## src/rtl/zircon_avalon_pwm_multi_logic_pkg.sv

```systemverilog
// Shared definitions for the multi-channel PWM: channel state encoding and default sizes.
package zircon_avalon_pwm_multi_logic_pkg;

  localparam int unsigned PWM_CH_NUM_DEF  = 4;
  localparam int unsigned PWM_CNT_W_DEF   = 32;
  localparam int unsigned PWM_PRESC_W_DEF = 16;
  localparam int unsigned PWM_BURST_W_DEF = 16;

  typedef enum logic [1:0] {
    PWM_IDLE = 2'd0,
    PWM_RUN  = 2'd1,
    PWM_STOP = 2'd2
  } pwm_state_e;

endpackage

```

## src/rtl/zircon_avalon_pwm_multi_logic_channel.sv

```systemverilog
// One PWM channel: FSM, period counter, shadow period/duty buffer, burst counter, output flop.
module zircon_pwm_channel
  import zircon_avalon_pwm_multi_logic_pkg::*;
#(
  parameter int unsigned CNT_W   = PWM_CNT_W_DEF,
  parameter int unsigned BURST_W = PWM_BURST_W_DEF
) (
  input  logic               csi_clk,
  input  logic               rsi_reset_n,
  input  logic               tick,
  input  logic               enable,
  input  logic               polarity,
  input  logic               load,
  input  logic               burst_mode,
  input  logic [CNT_W-1:0]   period,
  input  logic [CNT_W-1:0]   duty,
  input  logic [BURST_W-1:0] burst_len,
  output logic               coe_pwm,
  output logic               busy,
  output logic               done
);

  pwm_state_e         state;
  logic               en_q;
  logic [CNT_W-1:0]   cnt;
  logic [CNT_W-1:0]   act_period;
  logic [CNT_W-1:0]   act_duty;
  logic [CNT_W-1:0]   pend_period;
  logic [CNT_W-1:0]   pend_duty;
  logic               pend_valid;
  logic [BURST_W-1:0] burst_cnt;
  logic [BURST_W-1:0] burst_lim;
  logic               wrap;
  logic               burst_end;
  logic [BURST_W:0]   burst_next;

  // burst_end is evaluated regardless of enable so done still fires when enable drops on the final wrap
  always_comb begin
    wrap       = tick && (cnt >= act_period);
    burst_next = {1'b0, burst_cnt} + {{BURST_W{1'b0}}, 1'b1};
    burst_end  = (state == PWM_RUN) && wrap && burst_mode && (burst_lim != '0) &&
                 (burst_next >= {1'b0, burst_lim});
  end

  assign busy = (state == PWM_RUN);

  always_ff @(posedge csi_clk or negedge rsi_reset_n) begin
    if (!rsi_reset_n) begin
      state       <= PWM_IDLE;
      en_q        <= 1'b0;
      cnt         <= '0;
      act_period  <= '0;
      act_duty    <= '0;
      pend_period <= '0;
      pend_duty   <= '0;
      pend_valid  <= 1'b0;
      burst_cnt   <= '0;
      burst_lim   <= '0;
      coe_pwm     <= 1'b0;
      done        <= 1'b0;
    end else begin
      en_q <= enable;
      done <= burst_end;
      if (!enable) begin
        state   <= PWM_IDLE;
        cnt     <= '0;
        coe_pwm <= polarity;
        if (load) begin
          act_period <= period;
          act_duty   <= duty;
        end
      end else begin
        coe_pwm <= (state == PWM_RUN) ? ((cnt < act_duty) ^ polarity) : polarity;
        case (state)
          PWM_IDLE: begin
            if (!en_q) begin
              state      <= PWM_RUN;
              cnt        <= '0;
              act_period <= period;
              act_duty   <= duty;
              pend_valid <= 1'b0;
              burst_cnt  <= '0;
              burst_lim  <= burst_len;
            end else if (load) begin
              act_period <= period;
              act_duty   <= duty;
            end
          end
          PWM_RUN: begin
            if (wrap) begin
              cnt <= '0;
              if (burst_cnt != '1) burst_cnt <= burst_next[BURST_W-1:0];
              // a load coinciding with the wrap bypasses the pending buffer
              if (load) begin
                act_period <= period;
                act_duty   <= duty;
              end else if (pend_valid) begin
                act_period <= pend_period;
                act_duty   <= pend_duty;
              end
              pend_valid <= 1'b0;
              if (burst_end) state <= PWM_STOP;
            end else begin
              if (tick) cnt <= cnt + CNT_W'(1);
              if (load) begin
                pend_period <= period;
                pend_duty   <= duty;
                pend_valid  <= 1'b1;
              end
            end
          end
          PWM_STOP: begin
            if (load) begin
              act_period <= period;
              act_duty   <= duty;
            end
          end
          default: state <= PWM_IDLE;
        endcase
      end
    end
  end

endmodule

```

## src/rtl/zircon_avalon_pwm_multi_logic.sv

```systemverilog
// Multi-channel PWM generator: shared prescaler tick feeding CH_NUM independent channels.
module zircon_avalon_pwm_multi_logic
  import zircon_avalon_pwm_multi_logic_pkg::*;
#(
  parameter int unsigned CH_NUM  = PWM_CH_NUM_DEF,
  parameter int unsigned CNT_W   = PWM_CNT_W_DEF,
  parameter int unsigned PRESC_W = PWM_PRESC_W_DEF,
  parameter int unsigned BURST_W = PWM_BURST_W_DEF
) (
  input  logic                      csi_clk,
  input  logic                      rsi_reset_n,
  input  logic [PRESC_W-1:0]        pwm_prescale,
  input  logic [CH_NUM-1:0]         pwm_enable,
  input  logic [CH_NUM*CNT_W-1:0]   pwm_period,
  input  logic [CH_NUM*CNT_W-1:0]   pwm_duty,
  input  logic [CH_NUM-1:0]         pwm_polarity,
  input  logic [CH_NUM-1:0]         pwm_load,
  input  logic [CH_NUM-1:0]         pwm_burst_mode,
  input  logic [CH_NUM*BURST_W-1:0] pwm_burst_len,
  output logic [CH_NUM-1:0]         coe_pwm,
  output logic [CH_NUM-1:0]         pwm_busy,
  output logic [CH_NUM-1:0]         pwm_done
);

  logic [PRESC_W-1:0] presc_cnt;
  logic               tick;

  // >= so that lowering the prescale value never forces a full counter wrap
  always_comb tick = (presc_cnt >= pwm_prescale);

  always_ff @(posedge csi_clk or negedge rsi_reset_n) begin
    if (!rsi_reset_n) presc_cnt <= '0;
    else if (tick)    presc_cnt <= '0;
    else              presc_cnt <= presc_cnt + PRESC_W'(1);
  end

  for (genvar i = 0; i < CH_NUM; i++) begin : g_ch
    zircon_pwm_channel #(
      .CNT_W   (CNT_W),
      .BURST_W (BURST_W)
    ) u_ch (
      .csi_clk     (csi_clk),
      .rsi_reset_n (rsi_reset_n),
      .tick        (tick),
      .enable      (pwm_enable[i]),
      .polarity    (pwm_polarity[i]),
      .load        (pwm_load[i]),
      .burst_mode  (pwm_burst_mode[i]),
      .period      (pwm_period[i*CNT_W +: CNT_W]),
      .duty        (pwm_duty[i*CNT_W +: CNT_W]),
      .burst_len   (pwm_burst_len[i*BURST_W +: BURST_W]),
      .coe_pwm     (coe_pwm[i]),
      .busy        (pwm_busy[i]),
      .done        (pwm_done[i])
    );
  end

endmodule
```

## config.mk

```make
export PLATFORM = sky130hd
export DESIGN_NAME = zircon_avalon_pwm_multi_logic
export DESIGN_NICKNAME = d
export VERILOG_FILES = /design/src/rtl/zircon_avalon_pwm_multi_logic_pkg.sv /design/src/rtl/zircon_avalon_pwm_multi_logic_channel.sv /design/src/rtl/zircon_avalon_pwm_multi_logic.sv
export SDC_FILE = /design/constraint.sdc
export NUM_CORES = 2
export LEC_CHECK = 0
export CORE_MARGIN = 5
export CORE_UTILIZATION = 30
export DETAILED_ROUTE_END_ITERATION = 6
export GPL_ROUTABILITY_DRIVEN = 1
export PLACE_DENSITY = 0.44
export SYNTH_ARGS = -nofsm -noshare
export SYNTH_HDL_FRONTEND = slang
export SYNTH_HIERARCHICAL = 1
export SYNTH_SLANG_ARGS = --single-unit
```

## constraint.sdc

```tcl
create_clock -name csi_clk -period 5.1 [get_ports csi_clk]
set_input_delay 0.765 -clock csi_clk [delete_from_list [all_inputs] [get_ports csi_clk]]
set_output_delay 0.765 -clock csi_clk [all_outputs]
set_load 0.02 [all_outputs]
```

Word level (Yosys, flattened, before mapping). Index checks and enable logic that the tools add are counted. Widths: inputs -> output; s select.

Register bits after elaboration: 808. Input port bits: 354. Output and inout bits: 12. Word-level logic and storage cells: 340.

$add $sub $neg: 9. Order comparisons: 13. Equal/unequal tests: 60. Muxes and demuxes: 137. Bitwise operators: 12. Reduce and logical (&&, ||, !) cells: 60.

Operator list (number): $mux 32 (64); $pmux 32 s3 (8); $pmux 32 s2 (4); $mux 16 (13); $add 32x1->32 const B (4); $ge 32x32->1 (4); $lt 32x32->1 (4); $pmux 16 s2 (4); $add 16x1->17 const B (4); $ge 17x16->1 (4); $ne 16x16->1 const B (4); $reduce_bool 16->1 (4); $ne 3x3->1 const B (16); $reduce_and 4->1 (12); $reduce_and 3->1 (12); $mux 2 (16); $ne 2x2->1 const B (16); $ne 4x4->1 const B (7); $pmux 2 s3 (4); $logic_and 1x1->1 (20); $mux 1 (20); $reduce_and 5->1 (4); $add 16x1->16 const B (1); $ge 16x16->1 (1); 10 further kinds (41).

Depth between registers and ports, before layout.
Depth after elaboration: 10. Depth in mapped cells: 15. Gate-level depth less buffers: 14.

Cells and area by module. Netlist, hierarchy kept.

By module, submodules not included: zircon_pwm_channel (g_ch[0].u_ch ...) (instances 2, cells each 1340, area an instance 13578.0 um2, seq. area each 4954.8 um2); zircon_pwm_channel (g_ch[1].u_ch) (instances 1, cells each 1343, area an instance 13132.6 um2, seq. area each 4954.8 um2); zircon_pwm_channel (g_ch[3].u_ch) (instances 1, cells each 1345, area an instance 12712.2 um2, seq. area each 4954.8 um2); zircon_avalon_pwm_multi_logic (instances 1, cells each 130, area an instance 1260.0 um2, seq. area each 400.4 um2).

Worst setup path after synthesis. Ideal clock, no wire load.

Kind: input to register. Start point: in pwm_prescale[15]. End point: reg g_ch[3].u_ch.cnt[27]. Library setup time: 144 ps. Data arrival time: 4019 ps. Data required time: 4956 ps. Setup slack: 938 ps. Cell stages on the path: 15. Path buffers: 2. Cells stage by stage: inv_1 ha_1 nand4_1 or3_4 o31ai_4 or3_1 nor2b_1 o31a_1 clkbuf_1 nor4_2 and3_1 clkbuf_1 nand4_1 xnor2_1 nor2b_1.

Longest elaborated chain between the ends: 5. Elaborated cells on any way between the ends: 7. Those cells by class: 1 x order compare; 1 x eq/ne; 3 x mux; 2 x reduce/logical.

RTL lines: start: declaration (RTL line zircon_avalon_pwm_multi_logic.sv:12) `input logic [PRESC_W-1:0] pwm_prescale,`; $ge 16x16->1 * (RTL line zircon_avalon_pwm_multi_logic.sv:29) `always_comb tick = (presc_cnt >= pwm_prescale);`; named net tick (RTL line zircon_avalon_pwm_multi_logic.sv:26) `logic tick;`; $logic_and 1x1->1 (RTL line zircon_avalon_pwm_multi_logic_channel.sv:39) `wrap = tick && (cnt >= act_period);`; $mux 32 (RTL line zircon_avalon_pwm_multi_logic_channel.sv:90) `if (wrap) begin`; $pmux 32 s2 (RTL line zircon_avalon_pwm_multi_logic_channel.sv:74) `case (state)`; $mux 32 (RTL line zircon_avalon_pwm_multi_logic_channel.sv:64) `if (!enable) begin`; end signal: assignment (RTL line zircon_avalon_pwm_multi_logic_channel.sv:104) `if (tick) cnt <= cnt + CNT_W'(1);`; end: declaration (RTL line zircon_avalon_pwm_multi_logic_channel.sv:25) `logic [CNT_W-1:0] cnt;`.

The timed path passes the listed nets; every way through them passes the cells marked *. A chain may end at the register's enable or synchronous reset.

Final worst setup path.
Start point: reg presc_cnt[0]. End point: reg g_ch[1].u_ch.act_period[16].

Longest elaborated chain between the ends: 4.

RTL lines: start: declaration (RTL line zircon_avalon_pwm_multi_logic.sv:25) `logic [PRESC_W-1:0] presc_cnt;`; start signal: assignment (RTL line zircon_avalon_pwm_multi_logic.sv:34) `else presc_cnt <= presc_cnt + PRESC_W'(1);`; $ge 16x16->1 (RTL line zircon_avalon_pwm_multi_logic.sv:29); named net tick (RTL line zircon_avalon_pwm_multi_logic.sv:26); $logic_and 1x1->1 (RTL line zircon_avalon_pwm_multi_logic_channel.sv:39); $ne 3x3->1 (no line); $reduce_and 3->1 (no line); end signal: assignment (RTL line zircon_avalon_pwm_multi_logic_channel.sv:69) `act_period <= period;`; end signal: assignment (RTL line zircon_avalon_pwm_multi_logic_channel.sv:79) `act_period <= period;`; end signal: assignment (RTL line zircon_avalon_pwm_multi_logic_channel.sv:85) `act_period <= period;`; end: declaration (RTL line zircon_avalon_pwm_multi_logic_channel.sv:26) `logic [CNT_W-1:0] act_period;`.

The timed path passes the listed nets, and every way through them passes these cells.

==> results.json <==
{
  "met3_usage_pct": 2.79,
  "fp.dieW_um": 435,
  "cts_htree_levels": 3,
  "crit_path_top_delay_cell": "or3_2",
  "hold_viol": 0,
  "grt_pass1_wl_um": 273000,
  "rows": 156,
  "multi_input_area_um2": 30600,
  "worstRegToRegCells": 17,
  "n_fill_cell": 18300,
  "cts_sinks": 808,
  "ys_types": 86,
  "clk_pin_slew_ns": 0.06,
  "tritoncts": "built",
  "min_path_cells": 1,
  "core_region_area_um2": 180000,
  "p_leak_nw": 27.8,
  "grt_pass1_vias": 43800,
  "max_clock_freq_mhz": 239,
  "worst_pin_slew_ns": 1.12,
  "relSlewSlack_pct": 25.5,
  "post_cts_resized": 0,
  "final_nets": 6428,
  "syn_area_um2": 54300,
  "area_delta_synth_final_pct": 17.4,
  "clockBufferDepth": 3,
  "clock-skew-final_ns": 0.0242,
  "antenna_found_initial": 16,
  "critPathRequiredTime_ns": 5.73,
  "cpLargestDelayFamily": "compound AO/OA/AOI/OAI gates",
  "async_flop_share_pct": 100,
  "met1_usage_pct": 24.7,
  "setup_violations": 0,
  "gp_congestion": 0.812,
  "cp_max_fo": 22,
  "ys.flop_type": "dfrtp_1",
  "die_h_um": 435,
  "numPortBuffers": 365,
  "syn_inst": 5498,
  "drc_errors": 0,
  "crit_cells": 17,
  "placed_cell_area_um2": 60200,
  "ir_drop_uv": 295,
  "drive_above_1_share_pct": 12.9,
  "avgSynthCellArea_um2": 9.87,
  "min_path_type": "in2reg",
  "firstDrtPassIters": 6,
  "vias": 43500,
  "use_met2_pct": 29.7,
  "critPathBufInv": 5,
  "initial_core_util_pct": 30.1,
  "yosys_warnings": 6,
  "grt_start_max_net_pins": 112,
  "ys_seq_area_share_pct": 37.3,
  "critical_path_class": "reg2reg",
  "grtUsageTotal_pct": 18.1,
  "fin_area_um2": 63700,
  "period_share_pct": 82.0,
  "crit_path_end_kind": "flip-flop",
  "synth_fp_nets": 6209,
  "rsz0062_at_grt": "no",
  "power_density_nw_per_um2": 469,
  "ant_nets": 0,
  "globalRouteOverflowTotal": 0,
  "setup_slack_ns": 0.920,
  "dp_hpwl_um": 119000,
  "register_area_um2": 20200,
  "cp-start-kind": "flip-flop",
  "p_total_mw": 29.8,
  "outcome": "complete, no violations",
  "min_period_ns": 4.18,
  "worstPathArrival_ns": 4.81,
  "routedWlPerCell_um": 21.6,
  "drt_iter0_markers": 2641,
  "maxCapViolCount": 0,
  "synth_edf_count": 0,
  "final_cells": 8172,
  "path_common_cell": "buf_4",
  "drt-total-wl_um": 176000,
  "top_level_ports": 366,
  "finalSetupTns_ns": 0,
  "clk_latency_ns": 0.73,
  "dp.cells": 7980,
  "path_cells": "inv_1 > ha_1 > nand2b_1 > a2111oi_2 > buf_4 > o31ai_4 > or3_2 > buf_4 > nand3_1 > nor2_1 > nand2_1 > a41oi_4 > buf_4 > o31ai_4 > o21bai_4 > buf_4 > o2bb2ai_1",
  "root_buffer": "clkbuf_16",
  "synth_seq_cells": 808,
  "slew_viol_final": 0,
  "cts_buffers": 104,
  "routed_via_density": 5.33,
  "die-area_um2": 189000,
  "grt_busiest_layer": "met2",
  "place_ws_ns": 0.180,
  "cp_slowest_stage_delay_ns": 0.50
}
per-stage QoR:
stage	hold WS [ns]	utilization, %
after global placement	0.466	33.4
after global routing	0.331	35.3
after CTS	0.293	35.3
after detailed placement	0.473	33.4
final	0.368	35.3
after floorplan	0.456	-
cells in the mapped netlist, drive strengths merged, types with 63 or more instances:
master / instances / share of area [%]
nand2: 252 / 1.8
xnor2: 77 / 1.2
o2bb2ai: 261 / 5.6
dfrtp: 808 / 37
clkbuf: 253 / 1.8
a22o: 105 / 1.7
mux2i: 213 / 3.9
inv: 431 / 3.0
nor4: 63 / 0.90
a21oi: 332 / 3.1
buf: 111 / 1.9
nand4: 102 / 1.2
o21ai: 202 / 1.9
a22oi: 259 / 3.6
o22ai: 207 / 2.4
xor2: 83 / 1.3
nor2: 395 / 2.7
ha: 357 / 8.2
nand3: 135 / 1.2
mux2: 320 / 7.9
worst reg2reg max path: stages (launching register included):
cell and delay, ns:
dfrtp_1 0.41, inv_1 0.08, ha_1 0.26, nand2b_1 0.15, a2111oi_2 0.42, buf_4 0.20, o31ai_4 0.07, or3_2 0.50
buf_4 0.25, nand3_1 0.15, nor2_1 0.04, nand2_1 0.20, a41oi_4 0.07, buf_4 0.23, o31ai_4 0.31, o21bai_4 0.21
buf_4 0.36, o2bb2ai_1 0.17
sequential cells by signal, indices dropped and copies added, names as in the netlist:
name                   cells
g_ch.u_ch/burst_lim       64
g_ch.u_ch/done             4
g_ch.u_ch/pend_duty      128
g_ch.u_ch/cnt            128
presc_cnt                 16
g_ch.u_ch/act_period     128
g_ch.u_ch/burst_cnt       64
g_ch.u_ch/act_duty       128
g_ch.u_ch/pend_period    128
g_ch.u_ch/coe_pwm          4
g_ch.u_ch/state            8
g_ch.u_ch/pend_valid       4
g_ch.u_ch/en_q             4
placed cells by master, fill, tap and decap left out, types with 54 or more instances in the layout:
cell             count
o2bb2ai_2          120
nand3_1            135
nor2_1             393
mux2_4             180
nand2_1            245
nand4_1            102
a21oi_1            329
mux2i_1            213
inv_1              431
buf_4               88
a21o_1              54
a22o_1             105
xnor2_1             77
mux2_1              68
dfrtp_1            808
xor2_1              83
o2bb2ai_1          141
mux2_2              72
and3_1              58
clkbuf_16          105
o21ai_0            195
ha_1               351
o22ai_1            206
clkdlybuf4s50_1    356
a22oi_1            259
metal layers:
layer,vias to the layer above,share of wire [%]
li1,20800,-
met1,21700,47
met2,776,47
met3,227,3.6
met4,10,2.7
met5,-,0.028
cells by family (layout without fill, tap and decap cells):
family,Yosys count,after routing,share of synthesized area [%]
xor+xnor,160,160,2.58
fa+ha+maj,357,357,8.23
simple gates,1191,1191,10.9
mux,533,533,11.8
buf+inv,795,1095,6.62
flops,808,808,37.3
other cells,0,4,0
compound gates,1654,1654,22.6
final timing paths:
| kind | endpoint | slack (ns) | from |
|---|---|---|---|
| worst max-delay path | g_ch[1].u_ch/act_period[16] | 0.92 | presc_cnt[0] |
| worst min-delay path | g_ch[2].u_ch/en_q | 0.37 | pwm_enable[2] |
| worst max register to register | g_ch[1].u_ch/act_period[16] | 0.92 | presc_cnt[0] |
| worst min register to register | g_ch[0].u_ch/pend_duty[1] | 0.48 | g_ch[0].u_ch/pend_duty[1] |
| max in group asynchronous | presc_cnt[4] | 3.17 | rsi_reset_n |
| min in group asynchronous | g_ch[3].u_ch/act_period[23] | 0.63 | rsi_reset_n |
report_power, final:
| part | switching, mW | internal, mW |
|---|---|---|
| Combinational | 6.66 | 5.19 |
| Clock | 3.11 | 4.49 |
| Sequential | 1.57 | 8.81 |
| Total | 11.3 | 18.5 |
what timing repair did:
action	CTS	global route
buffers inserted	0	0
hold endpoints to repair	2	0
hold buffers	1	0
layout make-up:
cell class,count,area share [%]
inverters,431,2.54
repair buffers,477,7.55
clock buffers,164,4.99
diodes,4,0.0157
well taps,2370,4.66
flip-flops and latches,808,31.8
clock inverters,23,0.430
multi-input cells,3895,48.1
Note: power is estimated with default switching activity, not from simulation.
